<file path="src/rtl/util_pkg.sv">
// Shared helpers for the elastic pipeline.
//   count_w(stages) : width of a counter that must hold 0..stages+1
//                     (all register stages plus the skid slot).
package util_pkg;

  function automatic int count_w(input int stages);
    return $clog2(stages + 2);
  endfunction

endpackage

</file>
<file path="src/rtl/skid_buffer.sv">
// Single-entry skid buffer with a registered upstream ready.
// When empty, the upstream word passes straight through to the downstream
// side. If the downstream side refuses a word that was accepted upstream, the
// word is parked here and up_ready drops on the following cycle.
// Ports:
//   clk, rst_n          clock, asynchronous active-low reset
//   up_valid, up_data   producer side
//   up_ready            producer may transfer (registered: buffer not full)
//   dn_valid, dn_data   word offered to the downstream stage
//   dn_ready            downstream stage takes the offered word this cycle
module skid_buffer #(
  parameter int WIDTH = 8
) (
  input  logic             clk,
  input  logic             rst_n,
  input  logic             up_valid,
  input  logic [WIDTH-1:0] up_data,
  output logic             up_ready,
  output logic             dn_valid,
  output logic [WIDTH-1:0] dn_data,
  input  logic             dn_ready
);

  logic             full;
  logic [WIDTH-1:0] held;

  // up_ready comes straight from a flop, so no combinational ready path
  // crosses from the downstream side to the producer.
  assign up_ready = !full;
  assign dn_valid = full || up_valid;
  assign dn_data  = full ? held : up_data;

  always_ff @(posedge clk or negedge rst_n) begin
    if (!rst_n) begin
      full <= 1'b0;
      held <= '0;
    end else if (full) begin
      if (dn_ready) full <= 1'b0;
    end else if (up_valid && !dn_ready) begin
      full <= 1'b1;
      held <= up_data;
    end
  end

endmodule

</file>
<file path="src/rtl/elastic_pipeline.sv">
// STAGES-deep valid/ready register pipeline with a skid buffer at the input.
// Empty stages always accept (bubbles collapse), so a stalled consumer lets
// the pipeline pack up to STAGES+1 words before ready_out drops.
// Ports:
//   clk_in, rst_n_in  clock, asynchronous active-low reset (sync release)
//   valid_in, data_in producer side; ready_out is registered
//   valid_out, data_out, ready_in  consumer side
//   count_out         words held (skid + stages), registered
module elastic_pipeline
  import util_pkg::*;
#(
  parameter int STAGES = 2,
  parameter int WIDTH  = 8
) (
  input  logic                        clk_in,
  input  logic                        rst_n_in,
  input  logic                        valid_in,
  input  logic [WIDTH-1:0]            data_in,
  output logic                        ready_out,
  output logic                        valid_out,
  output logic [WIDTH-1:0]            data_out,
  input  logic                        ready_in,
  output logic [count_w(STAGES)-1:0]  count_out
);

  localparam int COUNT_W = count_w(STAGES);
  localparam logic [COUNT_W-1:0] COUNT_ONE = COUNT_W'(1);

  // Reset asserts asynchronously and releases on a clock edge.
  logic [1:0] rst_sync;
  logic       rst_n;

  always_ff @(posedge clk_in or negedge rst_n_in) begin
    if (!rst_n_in) rst_sync <= 2'b00;
    else           rst_sync <= {rst_sync[0], 1'b1};
  end

  assign rst_n = rst_sync[1];

  logic             skid_valid;
  logic [WIDTH-1:0] skid_data;
  logic [STAGES:0]  adv;
  logic [STAGES-1:0] v;
  logic [WIDTH-1:0] d [STAGES];

  skid_buffer #(.WIDTH(WIDTH)) u_skid (
    .clk      (clk_in),
    .rst_n    (rst_n),
    .up_valid (valid_in),
    .up_data  (data_in),
    .up_ready (ready_out),
    .dn_valid (skid_valid),
    .dn_data  (skid_data),
    .dn_ready (adv[0])
  );

  // A stage advances if it is empty or the stage after it advances; the
  // chain is computed in one block from the registered valids.
  always_comb begin
    adv[STAGES] = ready_in;
    for (int i = STAGES - 1; i >= 0; i--) begin
      adv[i] = !v[i] || adv[i+1];
    end
  end

  for (genvar i = 0; i < STAGES; i++) begin : g_stage
    logic             up_v;
    logic [WIDTH-1:0] up_d;
    logic             v_q;
    logic [WIDTH-1:0] d_q;

    if (i == 0) begin : g_head
      assign up_v = skid_valid;
      assign up_d = skid_data;
    end else begin : g_body
      assign up_v = v[i-1];
      assign up_d = d[i-1];
    end

    // Data only loads with a valid word so data_out keeps its last value
    // once the pipeline drains.
    always_ff @(posedge clk_in or negedge rst_n) begin
      if (!rst_n) begin
        v_q <= 1'b0;
        d_q <= '0;
      end else if (adv[i]) begin
        v_q <= up_v;
        if (up_v) d_q <= up_d;
      end
    end

    assign v[i] = v_q;
    assign d[i] = d_q;
  end

  assign valid_out = v[STAGES-1];
  assign data_out  = d[STAGES-1];

  logic in_xfer;
  logic out_xfer;

  assign in_xfer  = valid_in && ready_out;
  assign out_xfer = valid_out && ready_in;

  always_ff @(posedge clk_in or negedge rst_n) begin
    if (!rst_n) begin
      count_out <= '0;
    end else if (in_xfer && !out_xfer) begin
      count_out <= count_out + COUNT_ONE;
    end else if (out_xfer && !in_xfer) begin
      count_out <= count_out - COUNT_ONE;
    end
  end

endmodule
</file>
<file path="config.mk">
export PLATFORM = sky130hd
export DESIGN_NAME = elastic_pipeline
export DESIGN_NICKNAME = d
export VERILOG_FILES = /design/src/rtl/util_pkg.sv /design/src/rtl/skid_buffer.sv /design/src/rtl/elastic_pipeline.sv
export SDC_FILE = /design/constraint.sdc
export NUM_CORES = 1
export LEC_CHECK = 0
export CAP_MARGIN = 10
export CORE_ASPECT_RATIO = 1.1
export CORE_MARGIN = 4
export CORE_UTILIZATION = 54
export CTS_CLUSTER_DIAMETER = 80
export DETAILED_ROUTE_END_ITERATION = 8
export GPL_TIMING_DRIVEN = 0
export PLACE_DENSITY = 0.91
export SYNTH_ARGS = -nofsm -noshare
export SYNTH_HDL_FRONTEND = slang
export SYNTH_SLANG_ARGS = --single-unit
</file>
<file path="constraint.sdc">
create_clock -name clk_in -period 2.1 [get_ports clk_in]
set_input_delay 0.63 -clock clk_in [delete_from_list [all_inputs] [get_ports clk_in]]
set_output_delay 0.63 -clock clk_in [all_outputs]
set_load 0.03 [all_outputs]
</file>
==> load_flow_metrics.sql <==
INSERT INTO impl_metrics (metric_group, metric, value, unit) VALUES
('yosys', 'synth_nets', '96', ''),
('yosys', 'synthesis.area', '0.00128', 'mm2'),
('setup_path', 'largest_fanout_on_the_critical_path', '10', ''),
('clocking', 'clk_pin_slew', '0.09', 'ns'),
('route', 'dr_drc_count', '0', ''),
('clocking', 'cts_inserted_buffers', '5', ''),
('floorplanning', 'die_y_extent', '59.0', 'um'),
('floorplanning', 'starting_utilization_of_the_core_area', '56.8', '%'),
('grt', 'grt_pass1_vias', '816', ''),
('yosys', 'ys_types', '14', ''),
('grt', 'grt_pass1_wl', '3.82', 'mm'),
('clocking', 'max-clock-path-buffers', '2', ''),
('setup_path', 'timing_worst_setup_path_type', 'register to output port', ''),
('clocking', 'cts_root_buf', 'sky130_fd_sc_hd__clkbuf_4', ''),
('timing', 'fmax', '0.497', 'GHz'),
('timing', 'final.setup_skew', '0.00327', 'ns'),
('hold_path', 'min_path_type', 'register to async pin', ''),
('clocking', 'h-tree-depth', '2', ''),
('final_layout', 'count_of_fill_cells_added_during_filler_insertion', '166', ''),
('clocking', 'clock_tree_from_tritoncts', 'yes', ''),
('place', 'hpwl_after_dpl', '1.59', 'mm'),
('grt', 'grt_usage', '17.9', '%'),
('final_layout', 'ff_latch_area', '776', 'um2'),
('final_layout', 'fin_nets', '127', ''),
('timing', 'worst-slew-pin-transition', '0.536', 'ns'),
('setup_path', 'regToRegSetupSlack', '0.58', 'ns'),
('timing', 'worst_slew_margin', '64.3', '%'),
('clocking', 'cts_sinks', '31', ''),
('floorplanning', 'fp.dieArea', '0.00321', 'mm2'),
('final_layout', 'layoutNonFillerInstCount', '144', ''),
('timing', 'setup_repair_after_global_routing_missed_its_margin', 'no', ''),
('flow_run', 'cap_violations', '0', ''),
('place', 'port_buffers', '23', ''),
('floorplanning', 'die_w', '54.4', 'um'),
('setup_path', 'critical_path.top_delay_family', 'buffers and inverters', ''),
('route', 'drt_first_iter_violations', '8', ''),
('floorplanning', 'number_of_placement_rows', '18', ''),
('timing', 'finalWorstPathRequiredPeriod', '2.01', 'ns'),
('yosys', 'syn_area_per_cell', '15.4', 'um2'),
('status', 'status', 'completed', ''),
('power_and_ir_drop', 'vdd.ir_drop.worst', '0.879', 'mV'),
('timing', 'setup-violations-final', '0', ''),
('final_layout', 'multi_input_comb_area', '489', 'um2'),
('timing', 'final.hold.worst_slack', '0.224', 'ns'),
('grt', 'met1_usage', '20.7', '%'),
('yosys', 'netlist_instances', '83', ''),
('clocking', 'clock_latency', '0.33', 'ns'),
('power_and_ir_drop', 'power_density', '1130', 'mW/mm2'),
('grt', 'grt-ovfl-total', '0', ''),
('route', 'routed-via-count', '745', ''),
('grt', 'grt_use_met2', '27.4', '%'),
('setup_path', 'worst_path_max_delay_cell', 'sky130_fd_sc_hd__dfrtp_1', ''),
('place', 'dp_cells', '136', ''),
('grt', 'antenna_found_initial', '0', ''),
('grt', 'largest_net_degree_at_the_start_of_global_routing', '30', ''),
('floorplanning', 'core-area', '0.00225', 'mm2'),
('timing', 'final-hold-violation-count', '0', ''),
('grt', 'busiest_layer', 'met2', ''),
('yosys', 'seq_area_frac_synth', '60.7', '%'),
('final_layout', 'layout-area-overhead-vs-synth', '27.8', '%'),
('grt', 'met3_usage', '7.56', '%'),
('route', 'detail_routed_via_count_per_cell', '5.17', ''),
('setup_path', 'crit_path_cell_trace', 'buf_4 > inv_1 > clkdlybuf4s15_1', ''),
('setup_path', 'startpoint_type', 'register', ''),
('yosys', 'synth_seq_cells', '31', ''),
('final_layout', 'fraction_of_final_layout_cells_with_drive_strength_greater_than_1', '38.6', '%'),
('place', 'finalWeightedCongestion', '0.714', ''),
('setup_path', 'critical_path.max_stage_delay', '0.44', 'ns'),
('route', 'wl', '2.29', 'mm'),
('power_and_ir_drop', 'static-leakage-power', '0.710', 'nW'),
('yosys', 'yosysWarningCount', '0', ''),
('setup_path', 'cp_data_arrival_time', '1.38', 'ns'),
('setup_path', 'timing.critical_path.buf_inv', '3', ''),
('final_layout', 'insertedDiodeCount', '0', ''),
('setup_path', 'critPathCaptureType', 'output port', ''),
('timing', 'post-route-period-util', '95.9', '%'),
('clocking', 'cts.hold.buffers_added', '0', ''),
('route', 'drt_pass1_iterations', '2', ''),
('floorplanning', 'design.portCount', '24', ''),
('timing', 'max_slew_violation_total_from_the_final_report', '0', ''),
('route', 'wl_per_cell', '15.9', 'um'),
('setup_path', 'crit_required', '1.47', 'ns'),
('route', 'drt.antenna.violating_nets', '0', '');
-- synth_stat cells (all sizes together) --
master	number	area, um2
buf	2	10.0
conb	1	3.75
dfrtp	31	776
ha	1	12.5
inv	1	3.75
mux2	32	360
nand2	3	11.3
nand2b	2	12.5
nand3b	1	20.0
nor2	3	11.3
nor2b	2	12.5
nor3b	1	18.8
xnor2	1	8.76
xor2	2	17.5
-- state kept, by name, indices dropped and copies added (netlist names) --
signal and count:
u_skid.held 8, count_out 2, g_stage.v_q 1, u_skid.full 1, data_out 8, g_stage.d_q 8
rst_sync 2, valid_out 1
-- through the flow --
step	TNS [ns]	area [um2]	worst slack, ns	utilization [%]	power [mW]
after floorplan	0	1280	0.459	-	1.26
after global placement	-1.36	1550	-0.145	68.7	1.48
after CTS	0	1600	0.0296	71.2	1.87
final	0	1630	0.0862	72.6	1.85
after global routing	0	1630	0.0221	72.6	1.96
after detailed placement	-1.69	1550	-0.159	68.7	1.52
-- kinds of logic after synthesis --
| logic type | after synthesis | synth area share, % |
|---|---|---|
| xor+xnor | 3 | 2.06 |
| fa+ha+maj | 1 | 0.978 |
| buf+inv | 3 | 1.08 |
| flops | 31 | 60.7 |
| mux | 32 | 28.2 |
| other cells | 1 | 0.293 |
| simple gates | 12 | 6.75 |
-- report_power, final --
part	internal [mW]	switching, mW
registers	0.768	0.101
clock network	0.155	0.194
logic	0.327	0.306
total	1.25	0.601
-- layout make-up --
type                            count  area share, %
Sequential cell                    31           47.5
Multi-Input combinational cell     49           29.9
Timing Repair Buffer               24           15.8
Clock buffer                        6           3.14
Tap cell                           30           2.30
Buffer                              2          0.766
Clock inverter                      1          0.306
Inverter                            1          0.230
-- layer usage --
| layer | up-vias | wire length (um) |
|---|---|---|
| met5 | - | 0 |
| met4 | 0 | 63 |
| met3 | 6 | 134 |
| met2 | 20 | 1140 |
| met1 | 375 | 951 |
| li1 | 344 | - |
-- path summary, 6_finish.rpt --
| check | cells after the start | from | end |
|---|---|---|---|
| max reg2reg | 3 | valid_out$_DFFE_PN0P_ | u_skid.held[6]$_DFFE_PN0P_ |
| max in group asynchronous | 1 | rst_sync[1]$_DFF_PN0_ | g_stage[0].d_q[2]$_DFFE_PN0P_ |
| min in group clk_in | 0 | rst_sync[0]$_DFF_PN0_ | rst_sync[1]$_DFF_PN0_ |
| max | 3 | u_skid.full$_DFF_PN0_ | ready_out |
| min reg2reg | 0 | rst_sync[1]$_DFF_PN0_ | u_skid.held[3]$_DFFE_PN0P_ |
| min | 0 | rst_sync[1]$_DFF_PN0_ | u_skid.held[3]$_DFFE_PN0P_ |
-- cell usage in the layout, fill, tap and decap left out --
master	n
sky130_fd_sc_hd__clkdlybuf4s15_1	1
sky130_fd_sc_hd__nor2_1	3
sky130_fd_sc_hd__xor2_1	2
sky130_fd_sc_hd__clkinv_2	1
sky130_fd_sc_hd__nand2_1	3
sky130_fd_sc_hd__mux2_2	32
sky130_fd_sc_hd__nor2b_1	2
sky130_fd_sc_hd__clkbuf_4	5
sky130_fd_sc_hd__xnor2_1	1
sky130_fd_sc_hd__buf_4	1
sky130_fd_sc_hd__dlygate4sd2_1	1
sky130_fd_sc_hd__conb_1	1
sky130_fd_sc_hd__clkdlybuf4s50_1	20
sky130_fd_sc_hd__nand2b_1	2
sky130_fd_sc_hd__nand3b_4	1
sky130_fd_sc_hd__buf_2	1
sky130_fd_sc_hd__nor3b_4	1
sky130_fd_sc_hd__ha_1	1
sky130_fd_sc_hd__inv_1	1
sky130_fd_sc_hd__dlymetal6s2s_1	1
sky130_fd_sc_hd__buf_16	1
sky130_fd_sc_hd__dfrtp_1	31
sky130_fd_sc_hd__clkbuf_8	1
-- timing repair --
action                                  CTS  global route
resized for setup                         3             2
buffers inserted                          0             0
endpoints found under the setup margin    2             2
(Power assumes the default switching activity.)
